--- src/rtl/puf_pkg.sv ---
// Shared types and elaboration helpers for the arbiter-PUF CRP sequencer.
package puf_pkg;

  localparam int C_LENGTH_DEF = 8;

  typedef enum logic [2:0] {
    IDLE,
    SETUP,
    HIGH,
    LOW,
    EMIT,
    DONE
  } state_t;

  function automatic int vote_cnt_width(input int votes);
    return $clog2(votes + 1);
  endfunction

  function automatic bit votes_legal(input int votes);
    return (votes >= 1) && ((votes % 2) == 1);
  endfunction

  function automatic bit settle_legal(input int settle);
    return settle >= 1;
  endfunction

endpackage

--- src/rtl/puf_vote_counter.sv ---
// Per-bit launch vote counter producing the majority decision and an unanimity flag.
module puf_vote_counter
  import puf_pkg::*;
#(
  parameter int VOTES = 5
) (
  input  logic iclk,
  input  logic irst,
  input  logic clear,
  input  logic inc,
  input  logic sample,
  output logic majority,
  output logic unstable
);

  localparam int CW = vote_cnt_width(VOTES);
  localparam logic [CW-1:0] HALF = CW'(VOTES / 2);
  localparam logic [CW-1:0] ALL  = CW'(VOTES);

  logic [CW-1:0] count;

  always_ff @(posedge iclk) begin
    if (irst || clear) begin
      count <= '0;
    end else if (inc && sample) begin
      count <= count + CW'(1);
    end
  end

  assign majority = (count > HALF);
  assign unstable = (count != '0) && (count != ALL);

endmodule

--- src/rtl/puf_crp_sequencer.sv ---
// Launches each challenge VOTES times into the arbiter PUF bank and streams
// out majority-voted challenge-response pairs with per-bit instability flags.
module puf_crp_sequencer
  import puf_pkg::*;
#(
  parameter int C_LENGTH      = C_LENGTH_DEF,
  parameter int R_WIDTH       = 8,
  parameter int SETTLE_CYCLES = 4,
  parameter int VOTES         = 5
) (
  input  logic                iclk,
  input  logic                irst,
  input  logic                istart,
  input  logic [C_LENGTH-1:0] iseed,
  input  logic [7:0]          icount,
  output logic [C_LENGTH-1:0] ochallenge,
  output logic                opulse,
  input  logic [R_WIDTH-1:0]  iresponse,
  output logic                oresp_valid,
  input  logic                iresp_ready,
  output logic [C_LENGTH-1:0] oresp_chal,
  output logic [R_WIDTH-1:0]  oresp_data,
  output logic [R_WIDTH-1:0]  ounstable,
  output logic                obusy,
  output logic                odone
);

  localparam int SW = (SETTLE_CYCLES > 1) ? $clog2(SETTLE_CYCLES) : 1;
  localparam int LW = (VOTES > 1) ? $clog2(VOTES) : 1;
  localparam logic [SW-1:0] PHASE_LAST  = SW'(SETTLE_CYCLES - 1);
  localparam logic [LW-1:0] LAUNCH_LAST = LW'(VOTES - 1);

  if (!settle_legal(SETTLE_CYCLES)) begin : g_bad_settle
    $error("puf_crp_sequencer: SETTLE_CYCLES must be at least 1");
  end
  if (!votes_legal(VOTES)) begin : g_bad_votes
    $error("puf_crp_sequencer: VOTES must be odd and at least 1");
  end

  state_t        state;
  logic [SW-1:0] phase;
  logic [LW-1:0] launch_idx;
  logic [7:0]    remaining;

  logic               vote_clear;
  logic               vote_inc;
  logic [R_WIDTH-1:0] maj_vec;
  logic [R_WIDTH-1:0] unst_vec;

  // The response is captured once per launch, just before the pulse falls,
  // so the arbiters have had the full settle window to resolve.
  assign vote_clear = (state == SETUP);
  assign vote_inc   = (state == HIGH) && (phase == PHASE_LAST);

  for (genvar i = 0; i < R_WIDTH; i++) begin : g_vote
    puf_vote_counter #(.VOTES(VOTES)) u_vote (
      .iclk     (iclk),
      .irst     (irst),
      .clear    (vote_clear),
      .inc      (vote_inc),
      .sample   (iresponse[i]),
      .majority (maj_vec[i]),
      .unstable (unst_vec[i])
    );
  end

  always_ff @(posedge iclk) begin
    if (irst) begin
      state       <= IDLE;
      phase       <= '0;
      launch_idx  <= '0;
      remaining   <= '0;
      ochallenge  <= '0;
      opulse      <= 1'b0;
      oresp_valid <= 1'b0;
      oresp_chal  <= '0;
      oresp_data  <= '0;
      ounstable   <= '0;
      obusy       <= 1'b0;
      odone       <= 1'b0;
    end else begin
      odone <= 1'b0;
      case (state)
        IDLE: begin
          if (istart) begin
            obusy <= 1'b1;
            if (icount != 8'd0) begin
              ochallenge <= iseed;
              remaining  <= icount;
              state      <= SETUP;
            end else begin
              odone <= 1'b1;
              state <= DONE;
            end
          end
        end
        SETUP: begin
          phase      <= '0;
          launch_idx <= '0;
          opulse     <= 1'b1;
          state      <= HIGH;
        end
        HIGH: begin
          if (phase == PHASE_LAST) begin
            phase  <= '0;
            opulse <= 1'b0;
            state  <= LOW;
          end else begin
            phase <= phase + SW'(1);
          end
        end
        LOW: begin
          if (phase == PHASE_LAST) begin
            phase <= '0;
            if (launch_idx != LAUNCH_LAST) begin
              launch_idx <= launch_idx + LW'(1);
              opulse     <= 1'b1;
              state      <= HIGH;
            end else begin
              oresp_valid <= 1'b1;
              oresp_chal  <= ochallenge;
              oresp_data  <= maj_vec;
              ounstable   <= unst_vec;
              state       <= EMIT;
            end
          end else begin
            phase <= phase + SW'(1);
          end
        end
        EMIT: begin
          if (iresp_ready) begin
            oresp_valid <= 1'b0;
            if (remaining > 8'd1) begin
              remaining  <= remaining - 8'd1;
              ochallenge <= ochallenge + C_LENGTH'(1);
              state      <= SETUP;
            end else begin
              odone <= 1'b1;
              state <= DONE;
            end
          end
        end
        DONE: begin
          obusy <= 1'b0;
          state <= IDLE;
        end
        default: begin
          state <= IDLE;
        end
      endcase
    end
  end

endmodule

--- config.mk ---
export PLATFORM = sky130hd
export DESIGN_NAME = puf_crp_sequencer
export DESIGN_NICKNAME = d
export VERILOG_FILES = /design/src/rtl/puf_pkg.sv /design/src/rtl/puf_vote_counter.sv /design/src/rtl/puf_crp_sequencer.sv
export SDC_FILE = /design/constraint.sdc
export NUM_CORES = 1
export LEC_CHECK = 0
export CAP_MARGIN = 25
export CORE_MARGIN = 2
export CORE_UTILIZATION = 45
export DETAILED_ROUTE_END_ITERATION = 8
export PLACE_DENSITY = 0.72
export REMOVE_ABC_BUFFERS = 1
export SYNTH_ARGS = -nofsm -noshare
export SYNTH_HDL_FRONTEND = slang
export SYNTH_HIERARCHICAL = 1
export SYNTH_SLANG_ARGS = --single-unit
--- constraint.sdc ---
create_clock -name iclk -period 6.72 [get_ports iclk]
set_clock_uncertainty 0.05 [all_clocks]
set_input_delay 1.344 -clock iclk [delete_from_list [all_inputs] [get_ports iclk]]
set_output_delay 1.344 -clock iclk [all_outputs]
set_load 0.02 [all_outputs]
Word level (Yosys, flattened, before mapping)
Index checks and enable logic that the tools add are counted.
{ "op_classes": {"add_sub_neg": 12, "magnitude_cmp": 9, "eq_ne": 23, "mux": 38, "bitwise_logic": 1, "reduce_logical": 42} }
{ "ops": {"columns": ["operator", "count"], "rows": [
  ["8-bit two-way mux", 8],
  ["8-bit case mux with 2 select lines", 2],
  ["3-bit by 1-bit adder with 3-bit output (second input constant)", 9],
  ["3-bit two-way mux", 9],
  ["3-bit != test (second input constant)", 9],
  ["3-bit nonzero test", 9],
  ["3-bit by 2-bit greater-than comparator with 1-bit output (second input constant)", 8],
  ["1-bit logical AND", 17],
  ["3-bit case mux with 5 select lines", 1],
  ["2-bit != test (second input constant)", 7],
  ["4-bit AND reduction", 3],
  ["1-bit two-way mux", 11],
  ["2-bit nonzero test", 5],
  ["8-bit by 1-bit adder with 8-bit output (second input constant)", 1],
  ["8-bit by 1-bit greater-than comparator with 1-bit output (second input constant)", 1],
  ["8-bit nonzero test", 1],
  ["8-bit by 1-bit subtractor with 8-bit output (second input constant)", 1],
  ["3-bit by 2-bit == test with 1-bit output (second input constant)", 2],
  ["3-bit == test (second input constant)", 2],
  ["1-bit case mux with 2 select lines", 3],
  ["3-bit case mux with 2 select lines", 1],
  ["3-bit AND reduction", 2],
  ["5-bit AND reduction", 1],
  ["2-bit case mux with 2 select lines", 1],
  ["other kinds (11)", 11]
]} }
{ "totals": {"reg_bits": 76, "in_bits": 28} }

Longest topological paths before layout
{ "logic_depth": {"depth_word": 4, "depth_mapped": 7} }

Hierarchy
Netlist, hierarchy kept.
{ "by_module_without_submodules": {"columns": ["mod", "n_inst", "cells_each", "area_per_inst_um2", "seq_area_each_um2"], "rows": [
  ["puf_crp_sequencer", 1, 330, 2693.8, 1041.0],
  ["puf_vote_counter", 8, 22, 221.5, 60.1]
]} }

Worst setup path after synthesis
Ideal clock, no wire load.
{ "synth_path": {"kind": "flip-flop to flip-flop", "startpoint": "register state[1]", "endpoint": "register g_vote[0].u_vote.count[2]", "setup_ps": 122, "arrival_ps": 3720, "t_required_ps": 6548, "slack_ps": 2828, "stages_incl_launch_ff": 6, "cell_sequence": "dfxtp_1 > clkbuf_1 > nand2_1 > nor3_1 > nand3_2 > mux2_4"} }
{ "synth_between": {"elab_chain_cells": 3, "elab_cells_between_ends": 5, "cone_classes": "eq/ne: 2; reduce/logical: 3"} }
{ "synth_lines": {"columns": ["element", "line", "rtl"], "rows": [
  ["from (decl)", "puf_crp_sequencer.sv:40", "state_t state;"],
  ["from (signal assigned)", "puf_crp_sequencer.sv:69", "state <= IDLE;"],
  ["from (signal assigned)", "puf_crp_sequencer.sv:90", "state <= SETUP;"],
  ["from (signal assigned)", "puf_crp_sequencer.sv:93", "state <= DONE;"],
  ["3-bit by 2-bit == test with 1-bit output", "puf_crp_sequencer.sv:53", "assign vote_inc = (state == HIGH) && (phase == PHASE_LAST);"],
  ["1-bit logical AND", "puf_crp_sequencer.sv:53", null],
  ["net vote_inc", "puf_crp_sequencer.sv:46", "logic vote_inc;"],
  ["1-bit logical AND", "puf_vote_counter.sv:25", "end else if (inc && sample) begin"],
  ["to (signal assigned)", "puf_vote_counter.sv:26", "count <= count + CW'(1);"],
  ["to (decl)", "puf_vote_counter.sv:20", "logic [CW-1:0] count;"]
]} }
The timed path passes the listed nets, and every way through them passes these cells.
A chain may end at the register's enable or synchronous reset.

Worst setup path in the final report
{ "layout_path": {"startpoint": "input port icount[4]", "endpoint": "register ochallenge[6]"} }
{ "layout_between": {"elab_chain_cells": 3} }
{ "layout_lines": {"columns": ["element", "line", "rtl"], "rows": [
  ["from (decl)", "puf_crp_sequencer.sv:15", "input logic [7:0] icount,"],
  ["8-bit nonzero test", "puf_crp_sequencer.sv:87", "if (icount != 8'd0) begin"],
  ["2-bit != test (no source line)", null, null],
  ["5-bit AND reduction (no source line)", null, null],
  ["to (signal assigned)", "puf_crp_sequencer.sv:88", "ochallenge <= iseed;"],
  ["to (signal assigned)", "puf_crp_sequencer.sv:135", "ochallenge <= ochallenge + C_LENGTH'(1);"],
  ["to (decl)", "puf_crp_sequencer.sv:16", "output logic [C_LENGTH-1:0] ochallenge,"]
]} }
Every way passes these cells.

==> results by stage <==
Die:
- The die is 104 um tall.
- The horizontal die dimension is 104 um.
- The total die area is 10700 um^2.
- The core region is 9680 um^2.
- The initialized floorplan defines 36 standard-cell rows.
- The total I/O pin count is 64.
- For this configuration, the core starts out at a cell density of 46.1%.

Logic synthesis:
- The multiplexer share of the synthesized area is 5.18%.
- Of the synthesized area, sequential elements account for 34.1%.
- The number of synthesized flops with an enable pin is 0.
- The average instance in the mapped netlist occupies 8.83 um^2.
- The cell count after synthesis came out at 506.
- Summing the areas of all xor and xnor instances in the mapped netlist gives 0.196% of the synthesized area.
- The share of synthesized area in the top cell type comes to 34.1%.
- The number of different library cells used by synthesis comes to 61.
- The dominant cell type by area after synthesis is sky130_fd_sc_hd__dfxtp_1.
- The arithmetic-cell share of the synthesized area counting full adders, half adders and majority gates is 10.6%.
- After synthesis the netlist holds a flip-flop and latch count of 76.
- The most used flip-flop cell after synthesis is sky130_fd_sc_hd__dfxtp_1.
- The async set-reset flop share out of synthesis is 0%.
- By area, the combinational part of the netlist is dominated by simple AND/OR/NAND/NOR gates.
- The fraction of the mapped netlist area in compound gates is 21.5%.
- The cell area after synthesis is 4470 um^2.
- After synthesis, the cell types taking the most area are sky130_fd_sc_hd__dfxtp_1 34%, sky130_fd_sc_hd__ha_1 11%, sky130_fd_sc_hd__a21oi_1 6.8%.
- During synthesis, Yosys emitted a total of 6 warnings.
- Of the total synthesized cell area, the portion taken by AND, OR, NAND and NOR gates is 23.3%.

Final layout:
- Relative to the synthesized area, the layout overhead comes to 20.2%.
- The count of antenna diodes in the layout is 0.
- The fraction of layout instances using a drive strength above 1 is 10.8%.
- The layout net count is 625.
- Excluding fillers, the count of instances in the completed layout stands at 697.

Clocking:
- The number of setup buffers added after CTS is 0.
- The worst-skew pair later-pin latency is 0.35 ns.
- The clock transition at the register clock pins on the worst setup and hold paths after CTS is 0.08 ns.
- The H-tree depth is 3.
- The tree built by TritonCTS fans out to 76 sinks.
- The total CTS buffers is 9.
- Gates resized during post-CTS repair numbered 0.
- After clock tree synthesis, the flow added hold-fix buffers numbering 0.
- The CTS tree is yes.
- The CTS root buffer is sky130_fd_sc_hd__clkbuf_8.
- The maximum buffer depth of the clock tree is 2.

Global routing:
- Entering global routing, the biggest net connects 54 pins.
- The total routing usage reported by global routing is 19.1%.
- The initial antenna violation count is 0.
- The via count of the first global-routing pass is 3706.
- The total overflow reported by the global router is 0.
- The first-pass GRT wire length is 17200 um.

Hold path:
- The end point of the most critical hold path is oresp_data[2].
- The startpoint of the worst hold path is oresp_data[2].
- The path class of the tightest hold or removal check is reg -> reg.
- Counting instances, the worst hold path has a depth of 2.

Placement:
- The number of placed cells counting well taps is 681.
- The routability congestion estimate from global placement is 0.812.
- The final HPWL from detailed placement is 7060 um.
- Input and output buffers added on the ports amount to 63.
- The worst slack at placement is 3.30 ns.

Pwr:
- Summed over all nets, the switching power comes to 0.000258 W.
- For this design the static power due to leakage is 1.93 nW.
- The internal power of the cells is 0.000685 W.
- Of the total power, the share spent switching nets is 27.4%.
- The power per standard cell area is 176 nW/um^2.
- The clock power share is 36.4%.
- The peak supply drop is 96.0 uV.
- The part of the total power dissipated in sequential elements is 50.6%.
- The final total power is 0.000943 W.
- The combinational cell fraction of total power is 13.0%.

Critical path:
- The endpoint kind of the worst setup timing path is a register.
- In this run the worst path has a maximum fanout of 17.
- The worst setup path is launched from an input port.
- The data arrival at the endpoint of the critical path is 3.29 ns.
- The start of the worst register-to-register path is state[2].
- The reg-to-reg setup timing slack is 4.25 ns.
- The number of cells traversed by the worst register-to-register path is 4.
- The worst register-to-register path ends at ochallenge[6].
- The worst endpoint required time is 6.91 ns.
- The worst setup path is of the in -> reg kind.

Status:
- The flow ran to the end, and the final reports show no timing, DRC or antenna violations.

Timing:
- Setup violations remaining at the end of the flow were counted as 0.
- The setup TNS is 0 ns.
- At the pin with the least slew margin, the transition time is 0.962 ns.
- In this run the tightest slew margin relative to its limit is 35.9%.
- After layout, the worst path uses 46.2% of the clock period.
- The total count of hold-check failures in the final report is 0.
- The number of pins exceeding their max-slew limit in the final report is 0.
- Setup slack on the critical path of the routed design comes to 3.62 ns.
- The achievable clock frequency is 322 MHz.
- Setup repair after global routing left no endpoint under its margin.
- The time the worst path needs with I/O delays and setup is 3.10 ns.

Drt:
- The via total after detailed routing is 3863.
- The first routing iteration left 147 violations.
- The remaining antenna violation count after routing is 0.
- After detailed routing, the number of vias per cell comes to 5.54.
- The first-pass iteration count of the detailed router is 4.
- The per-cell routed wire length is 14.7 um.
- The number of design rule violations left after detail routing is 0.
- The total wirelength of the detailed-routed design is 10200 um.

Flow run:
- The tool flagged a number of max-cap violations equal to 0.
sequential cells by signal, summed over array words and instances, names as in the netlist:
name / flops
obusy: 1
oresp_chal: 8
oresp_data: 8
state: 3
remaining: 8
oresp_valid: 1
opulse: 1
ochallenge: 8
odone: 1
g_vote.u_vote/count: 24
launch_idx: 3
phase: 2
ounstable: 8
layout make-up:
type                       instances  area [um^2]
sequential                        76         1520
multi-input combinational        378         2720
clock buffer                       9          124
inverter                          26         97.6
timing repair buffer              68          667
clock inverter                     7         67.6
fill                             891         4320
tap                              133          166
stage by stage:
| step | utilization (%) | hold WS, ns | area, um^2 |
|---|---|---|---|
| floorplan | - | 0.401 | 4340 |
| global placement | 53.3 | 0.392 | 5160 |
| detailed placement | 53.4 | 0.397 | 5180 |
| CTS | 55.4 | 0.408 | 5370 |
| global route | 55.4 | 0.423 | 5370 |
| finish | 55.4 | 0.403 | 5370 |
how the worst max path moves through the flow:
stage,start,to,slack (ns),cells after the start
detailed placement,istart,remaining[6],3.30,5
CTS,istart,remaining[6],3.66,5
finish,icount[4],ochallenge[6],3.62,5
global route,icount[3],ochallenge[0],3.50,5
global placement,istart,remaining[6],3.32,5
floorplan,phase[0],g_vote[0].u_vote/count[2],2.88,5
layout by cell type (no fill, tap or decap), drive strengths merged, types with 17 or more instances in the layout:
master and n:
dfxtp 76, nand2 70, clkdlybuf4s50 62, a21oi 61
ha 38, inv 26, nor3 19, nand3 19
nor2 17, a21bo 17
critical path: stages:
cell and delay [ns]:
sky130_fd_sc_hd__clkdlybuf4s50_1 0.44, sky130_fd_sc_hd__nor4_1 0.41, sky130_fd_sc_hd__and4_1 0.69, sky130_fd_sc_hd__nor4_1 0.13, sky130_fd_sc_hd__o221a_1 0.27
power by group through the flow:
stage,Combinational (W),Clock [W],Sequential (W)
6_report,0.000123,0.000343,0.000477
5_1_grt,0.000133,0.000367,0.000479
4_1_cts,0.000123,0.000350,0.000476
3_5_place_dp,0.000122,0,0.000487
3_3_place_gp,0.000120,0,0.000486
2_1_floorplan,0.0000622,0,0.000489
Yosys cell counts, types with 3 or more instances:
| library cell | number |
|---|---|
| sky130_fd_sc_hd__a2bb2oi_1 | 3 |
| sky130_fd_sc_hd__a21oi_1 | 61 |
| sky130_fd_sc_hd__nor3b_1 | 12 |
| sky130_fd_sc_hd__o311ai_0 | 4 |
| sky130_fd_sc_hd__o32ai_2 | 5 |
| sky130_fd_sc_hd__or2_1 | 8 |
| sky130_fd_sc_hd__and3_1 | 5 |
| sky130_fd_sc_hd__nor4_1 | 13 |
| sky130_fd_sc_hd__inv_1 | 26 |
| sky130_fd_sc_hd__nand3_2 | 8 |
| sky130_fd_sc_hd__dfxtp_1 | 76 |
| sky130_fd_sc_hd__nand3b_1 | 8 |
| sky130_fd_sc_hd__clkbuf_1 | 19 |
| sky130_fd_sc_hd__a31oi_1 | 4 |
| sky130_fd_sc_hd__nor3_1 | 17 |
| sky130_fd_sc_hd__o32ai_1 | 6 |
| sky130_fd_sc_hd__mux2_4 | 8 |
| sky130_fd_sc_hd__a21bo_1 | 16 |
| sky130_fd_sc_hd__ha_1 | 38 |
| sky130_fd_sc_hd__o21ai_0 | 3 |
| sky130_fd_sc_hd__mux2i_1 | 10 |
| sky130_fd_sc_hd__nand2b_1 | 3 |
| sky130_fd_sc_hd__o31ai_2 | 3 |
| sky130_fd_sc_hd__nor2_1 | 17 |
| sky130_fd_sc_hd__and4_1 | 3 |
| sky130_fd_sc_hd__nand2_1 | 70 |
| sky130_fd_sc_hd__nand3_1 | 10 |
| sky130_fd_sc_hd__o21bai_1 | 9 |
metal layers:
| metal | global-route usage (%) | routed length [um] | vias to the layer above |
|---|---|---|---|
| li1 | - | - | 1933 |
| met1 | 23.9 | 4670 | 1821 |
| met2 | 33.0 | 4990 | 93 |
| met3 | 2.39 | 371 | 16 |
| met4 | 8.78 | 215 | 0 |
| met5 | 0 | 0 | - |
kinds of logic after synthesis:
group / Yosys count
simple gates: 190
buf+inv: 52
compound gates: 130
flops: 76
fa+ha+maj: 38
xor+xnor: 1
mux: 19
Power figures use the tool's default switching activity.
